--- config.mk ---
export PLATFORM = sky130hd
export DESIGN_NAME = convenc
export DESIGN_NICKNAME = d
export VERILOG_FILES = /design/src/rtl/convenc.sv
export SDC_FILE = /design/constraint.sdc
export NUM_CORES = 1
export LEC_CHECK = 0
export BUFFER_PORTS_ARGS = -buffer_cell sky130_fd_sc_hd__buf_2
export CAP_MARGIN = 15
export CORE_AREA = 2 2 39 41
export CTS_CLUSTER_SIZE = 14
export DETAILED_ROUTE_END_ITERATION = 10
export DIE_AREA = 0 0 41 43
export GPL_TIMING_DRIVEN = 1
export PLACE_DENSITY = 0.45
export SYNTH_ARGS = -nofsm -noshare
export SYNTH_HDL_FRONTEND = slang
export SYNTH_SLANG_ARGS = --single-unit
--- constraint.sdc ---
create_clock -name clk -period 1.25 [get_ports clk]
set_input_delay 0.125 -clock clk [delete_from_list [all_inputs] [get_ports clk]]
set_output_delay 0.125 -clock clk [all_outputs]
set_load 0.02 [all_outputs]
--- src/rtl/convenc.sv ---
// convenc: rate-1/2 feed-forward convolutional encoder, constraint length 4.
// Each accepted input bit produces one registered coded pair (v1, v2) with
// valid_out, one clock later. The 3-bit history register can be preset from
// seed. With TAIL=1 the encoder appends three zero-input flush symbols when
// the input burst ends, which returns the history to 000.
//
// Ports:
//   clk        rising-edge clock
//   reset      synchronous, active-high; clears history, outputs and flush
//   data       serial information bit, used only when valid_in=1
//   valid_in   qualifies data for the current cycle
//   load       synchronous preset of the history register from seed
//   seed[2:0]  preset value for s[2:0]
//   v1, v2     registered coded bits from G1 and G2
//   valid_out  high for one cycle per emitted coded pair
module convenc #(
   parameter logic [3:0] G1   = 4'b1101,
   parameter logic [3:0] G2   = 4'b1111,
   parameter bit         TAIL = 1'b0
) (
   input  logic       clk,
   input  logic       reset,
   input  logic       data,
   input  logic       valid_in,
   input  logic       load,
   input  logic [2:0] seed,
   output logic       v1,
   output logic       v2,
   output logic       valid_out
);

   // s[2] is the most recent input bit, s[0] the oldest.
   logic [2:0] s;
   // Flush symbols still to send after the current one.
   logic [1:0] tail_cnt;
   logic       prev_valid;

   logic       d_enc;
   logic [3:0] u;
   logic       flush;

   always_comb begin
      flush = 1'b0;
      if (TAIL && (prev_valid || (tail_cnt != 2'd0)))
         flush = 1'b1;
      // Gate data so that an unknown value on an idle cycle never reaches
      // the tap vector; flush cycles also encode a zero.
      d_enc = valid_in & data;
      u     = {d_enc, s};
   end

   always_ff @(posedge clk) begin
      if (reset) begin
         s          <= 3'b000;
         v1         <= 1'b0;
         v2         <= 1'b0;
         valid_out  <= 1'b0;
         tail_cnt   <= 2'd0;
         prev_valid <= 1'b0;
      end else if (load) begin
         // Same-cycle valid_in is discarded and cannot trigger a flush.
         s          <= seed;
         valid_out  <= 1'b0;
         tail_cnt   <= 2'd0;
         prev_valid <= 1'b0;
      end else if (valid_in) begin
         v1         <= ^(G1 & u);
         v2         <= ^(G2 & u);
         valid_out  <= 1'b1;
         s          <= {d_enc, s[2:1]};
         tail_cnt   <= 2'd0;
         prev_valid <= 1'b1;
      end else if (flush) begin
         v1         <= ^(G1 & u);
         v2         <= ^(G2 & u);
         valid_out  <= 1'b1;
         s          <= {1'b0, s[2:1]};
         // First flush symbol goes out now; two more follow.
         tail_cnt   <= prev_valid ? 2'd2 : (tail_cnt - 2'd1);
         prev_valid <= 1'b0;
      end else begin
         valid_out  <= 1'b0;
         prev_valid <= 1'b0;
      end
   end

endmodule

==> results of run 1 <==
worst reg2reg max path, stage by stage (launching register included):
cell	delay, ns
dfxtp_1	0.32
xnor3_1	0.42
xnor2_1	0.14
o21a_1	0.16
per-layer routing:
metal | GRT usage [%] | part of all wire, %
met1 | 10.1 | 51
met2 | 7.81 | 35
met3 | 3.14 | 11
met4 | 8.00 | 2.8
met5 | 0 | 0
cell type report:
| cell class | count | share of cell area [%] |
|---|---|---|
| clock buffer | 3 | 6.19 |
| inverter | 1 | 1.03 |
| multi-input combinational | 18 | 40.5 |
| sequential | 6 | 33.0 |
| tap | 16 | 5.50 |
| timing repair buffer | 10 | 13.7 |
registers in the layout (all words and copies together), names as in the netlist:
register	cells
valid_out	1
s	3
v2	1
v1	1
power groups by stage:
stage | registers [mW] | clock network, mW | logic (mW)
after floorplan | 0.222 | 0 | 0.0450
after global placement | 0.215 | 0 | 0.0798
after detailed placement | 0.216 | 0 | 0.0811
after CTS | 0.212 | 0.191 | 0.0821
after global routing | 0.214 | 0.197 | 0.0870
final | 0.212 | 0.182 | 0.0810
cells by family (layout without fill, tap and decap cells):
kind of cell | count (synthesis) | count (layout)
multiplexers | 6 | 6
AO/OA/AOI/OAI | 3 | 3
buffers and inverters | 1 | 14
AND/OR/NAND/NOR | 7 | 7
XOR/XNOR | 2 | 2
flip-flops | 6 | 6
layout by cell type, fill, tap and decap left out, types with 3 or more instances in the layout:
cell,count
mux2i_1,3
nor2_1,4
mux2_1,3
buf_2,10
clkbuf_4,3
dfxtp_1,6
final timing paths:
kind                  endpoint               from  slack (ns)  depth (start not counted)
min          s[0]$_SDFFE_PP0P_            seed[0]        0.12                          3
max reg2reg    v2$_SDFFE_PP0P_  s[0]$_SDFFE_PP0P_         0.1                          3
max            v2$_SDFFE_PP0P_  s[0]$_SDFFE_PP0P_         0.1                          3
min reg2reg    v1$_SDFFE_PP0P_    v1$_SDFFE_PP0P_        0.47                          2
==> impl_metrics.tcl, run 1 <==
set metrics [dict create \
    status "finished clean" \
    cts_setup_buffers 0 \
    grt_max_degree 7 \
    max_freq_mhz 869 \
    rsz0062_at_grt "no" \
    hp-class "input pin to flop" \
    clockBufferDepth 2 \
    setup_ws_ns 0.0994 \
    vias 218 \
    pwr-share-clk_pct 38.3 \
    period_minus_slack_ns 1.15 \
    grt_overflow 0 \
    syn_nets 33 \
    multi_input_area_sq_um 148 \
    async_reset_ff_share_pct 0 \
    power_frac_seq_pct 44.7 \
    place_ws_ns 0.104 \
    synth_flop_cell "dfxtp_1" \
    crit_buf_inv 0 \
    fin_cells 54 \
    pin_count 11 \
    gp_congestion 0.676 \
    synth_area_leaders "dfxtp_1 44%, mux2_1 12%, mux2i_1 11%" \
    track_usage_pct 7.46 \
    p_leak_nw 0.174 \
    dpl.hpwl_um 405 \
    drive_above_1_share_pct 36.8 \
    firstDrtPassIters 2 \
    power.ir.vdd_worst_uv 351 \
    drc 0 \
    antenna_found_initial 0 \
    final.fill_count 149 \
    synth_top_area_share_pct 44.2 \
    switchingPower_mw 0.118 \
    cts_hold_buf 0 \
    setup_viol 0 \
    holdWs_ns 0.115 \
    synthMuxAreaShare_pct 23.5 \
    p_sw_share_pct 24.8 \
    syn_area_sq_um 272 \
    cts_tree "built" \
    maxSlewHeadroom_pct 88.3 \
    antenna_cells 0 \
    critPathMaxStageDelay_ns 0.42 \
    initial_core_util_pct 19.6 \
    fin_crit_sh_pct 92.0 \
    core-area_sq_mm 0.00138 \
    yosys.area_share.simple_pct 11.5 \
    ant_nets 0 \
    fin_worst_skew_ns 0.00146 \
    startpoint_type "flop" \
    cap_violations 0 \
    crit_required_ns 1.39 \
    synth_compound_gate_area_share_pct 7.83 \
    synth_fa_ha_area_share_pct 0 \
    design_power_total_mw 0.475 \
    drv_slew 0 \
    hold_violations 0 \
    wirelength_um 541 \
    fin_nets 48 \
    placed_cell_area_sq_um 342 \
    stdcell_area_sq_um 364 \
    ys_seq_area_share_pct 44.2 \
    wl_per_cell_um 10.0 \
    yosys_warnings 0 \
    die-area_sq_mm 0.00176 \
    combPwrFrac_pct 17.1 \
    cts_htree_levels 1 \
    synth-xor-area-share_pct 11.5 \
    yosysTopAreaCell "dfxtp_1" \
    final_util_pct 26.3 \
    slowest_stage "xnor3_1" \
    cp_cell_sequence "xnor3_1 -> xnor2_1 -> o21a_1" \
    p_int_mw 0.357 \
    cts-root-buf "clkbuf_4" \
    area_delta_synth_final_pct 34.1 \
    rows 14 \
    synth_cell_types 13 \
    place.port_buffers 10 \
    power_density_mw_per_mm2 1300 \
    clock_latency_ns 0.24 \
    cp.arrival_ns 1.29 \
    fp.dieW_um 41 \
    syn_inst 25 \
    clkTransAtPathRegs_ns 0.05 \
    cts_resized 0 \
    dp_cells 51 \
    synth_edf_count 0 \
    grt_pass1_wl_um 814 \
    setup.worst_path.end_class "flop" \
    setup_tns_ns 0 \
    drt_iter0_drc 1 \
    cts_buffers 3 \
    via_per_inst 4.04 \
    critPathTopFamily "XOR/XNOR gates" \
    ys_ff_latch 6 \
    worstMarginPinSlew_ns 0.176 \
    clock-sinks 6 \
    yosys-top-cells-count "6 x dfxtp_1, 4 x nor2_1, 3 x mux2_1, 3 x mux2i_1" \
    crit_fanout 2 \
    postSynthAreaPerCell_sq_um 10.9 \
    die_h_um 43 \
    crit_type "flop to flop" \
    grt_pass1_vias 206 \
    synth_top_family_by_area "multiplexers" \
    regArea_sq_um 120 \
    yosysMostFrequentCell "dfxtp_1" \
]
No activity file was read; power rests on OpenSTA's default activity.
==> inputs of run 2 (changes only) <==
==> config.mk (replaced) <==
export PLATFORM = sky130hd
export DESIGN_NAME = convenc
export DESIGN_NICKNAME = d
export VERILOG_FILES = /design/src/rtl/convenc.sv
export SDC_FILE = /design/constraint.sdc
export NUM_CORES = 1
export LEC_CHECK = 0
export ABC_AREA = 1
export BUFFER_PORTS_ARGS = -buffer_cell sky130_fd_sc_hd__buf_2
export CAP_MARGIN = 15
export CORE_MARGIN = 2
export CORE_UTILIZATION = 25
export CTS_CLUSTER_SIZE = 14
export DETAILED_ROUTE_END_ITERATION = 10
export GPL_TIMING_DRIVEN = 1
export PLACE_DENSITY = 0.5
export SYNTH_ARGS = -nofsm -noshare
export SYNTH_HDL_FRONTEND = slang
export SYNTH_SLANG_ARGS = --single-unit
==> impl_metrics.tcl, run 2 <==
set metrics [dict create \
    drt_iter0_drc 10 \
    startpoint_type "flop" \
    clockBufferDepth 2 \
    initial_core_util_pct 26.1 \
    design_power_total_mw 0.480 \
    setup_tns_ns 0 \
    pin_count 11 \
    syn_area_sq_um 327 \
    cts_htree_levels 1 \
    synth_area_leaders "dfxtp_1 37%, nand2_1 22%, inv_1 10%" \
    dpl.hpwl_um 570 \
    cts_hold_buf 0 \
    mostFrequentLayoutCell "nand2_1" \
    grt_pass1_vias 327 \
    reg2reg_from "s[2]$_SDFFE_PP0P_" \
    die-area_sq_mm 0.00161 \
    power_density_mw_per_mm2 1150 \
    hp-class "input pin to flop" \
    firstDrtPassIters 4 \
    whs_endpoint "s[2]$_SDFFE_PP0P_" \
    gp_congestion 0.724 \
    clkTransAtPathRegs_ns 0.05 \
    clock-sinks 6 \
    placed_cell_area_sq_um 395 \
    largest_register_ffs 3 \
    crit_type "flop to flop" \
    antenna_cells 0 \
    period_minus_slack_ns 0.911 \
    wl_per_cell_um 8.81 \
    final_cell_mix "19 x nand2_1, 10 x buf_2, 9 x inv_1, 6 x nor2_1, 6 x dfxtp_1" \
    drive_above_1_share_pct 27.3 \
    synth_cell_types 10 \
    largest_register "s" \
    synth_top_area_share_pct 36.8 \
    yosys_warnings 0 \
    vias 345 \
    fin_crit_sh_pct 72.9 \
    stdcell_area_sq_um 418 \
    cp.arrival_ns 1.06 \
    core-area_sq_mm 0.00125 \
    cts_setup_buffers 0 \
    synth_edf_count 0 \
    grt_pass1_wl_um 1280 \
    r2r_end "v2$_SDFFE_PP0P_" \
    syn_inst 53 \
    ant_nets 0 \
    crit_fanout 3 \
    area_delta_synth_final_pct 28.0 \
    worstMarginPinSlew_ns 0.178 \
    status "finished clean" \
    yosys-top-cells-count "19 x nand2_1, 9 x inv_1, 6 x dfxtp_1, 6 x nor2_1, 5 x nand3_1" \
    power.ir.vdd_worst_uv 483 \
    die_h_um 40.1 \
    ys_ff_latch 6 \
    grt_overflow 0 \
    cts_tree "built" \
    wirelength_um 714 \
    async_reset_ff_share_pct 0 \
    p_leak_nw 0.234 \
    fin_worst_skew_ns 0.00481 \
    maxSlewHeadroom_pct 88.1 \
    setup.worst_path.end_class "flop" \
    hold_depth 2 \
    cts_resized 0 \
    yosysMostFrequentCell "nand2_1" \
    via_per_inst 4.26 \
    max_freq_mhz 1100 \
    crit_path_start "s[2]$_SDFFE_PP0P_" \
    cap_violations 0 \
    hold_violations 0 \
    postSynthAreaPerCell_sq_um 6.16 \
    synth_flop_cell "dfxtp_1" \
    cts-root-buf "clkbuf_4" \
    drc 0 \
    hold_start "reset" \
    r2r_cells 7 \
    yosysTopAreaCell "dfxtp_1" \
    fin_nets 76 \
    rsz0062_at_grt "no" \
    syn_nets 61 \
    rows 13 \
    crit_required_ns 1.40 \
    drv_slew 0 \
    ys_seq_area_share_pct 36.8 \
    clock_latency_ns 0.25 \
    antenna_found_initial 0 \
    grt_max_degree 6 \
    setup_viol 0 \
    r2r_slack_ns 0.34 \
    place.port_buffers 10 \
    dp_cells 78 \
    fp.dieW_um 40.1 \
    track_usage_pct 13.0 \
    cts_buffers 3 \
    fin_cells 81 \
]
run 2: kinds of logic after synthesis:
kind of cell | synth area share, %
AOI/OAI and AO/OA | 6.51
buffers and inverters | 11.5
and+or+nand+nor | 45.2
DFF | 36.8
run 2: report_power, final:
group | switching (mW) | internal (mW) | leakage, nW
registers | 0.00829 | 0.204 | 0.0495
logic | 0.0523 | 0.0338 | 0.171
clock network | 0.0726 | 0.109 | 0.0138
total | 0.133 | 0.346 | 0.234
run 2: worst max-delay path, cell delays in order, from the launching register on:
cell and delay [ns]:
dfxtp_1 0.37, inv_1 0.09, nand2_2 0.09, nand2_2 0.05, nand2_1 0.06, nand3_1 0.07, nand2_1 0.05, inv_1 0.03
run 2: metrics by stage:
stage	util, %	hold WS [ns]	setup slack, ns
2_1_floorplan	-	0.194	0.432
3_3_place_gp	31.6	0.375	0.360
3_5_place_dp	31.6	0.368	0.343
4_1_cts	33.4	0.100	0.337
5_1_grt	33.4	0.114	0.219
6_report	33.4	0.109	0.339
run 2: worst max-delay path by stage:
| stage | to | slack, ns |
|---|---|---|
| floorplan | v2$_SDFFE_PP0P_ | 0.43 |
| global placement | v2$_SDFFE_PP0P_ | 0.36 |
| detailed placement | v2$_SDFFE_PP0P_ | 0.34 |
| CTS | v2$_SDFFE_PP0P_ | 0.34 |
| global route | v2$_SDFFE_PP0P_ | 0.22 |
| finish | v2$_SDFFE_PP0P_ | 0.34 |
run 2: cell type report:
cell class / count / area [sq um]
Fill cell: 146 / 835
Timing Repair Buffer: 10 / 50.0
Multi-Input combinational cell: 37 / 169
Tap cell: 15 / 18.8
Inverter: 10 / 37.5
Sequential cell: 6 / 120
Clock buffer: 3 / 22.5
run 2: layer usage:
layer,global-route usage (%),up-vias,share of wire (%)
met3,10.0,0,6.6
met1,12.9,150,42
met4,2.59,0,0
met5,0,-,0
li1,-,188,-
met2,21.4,7,51
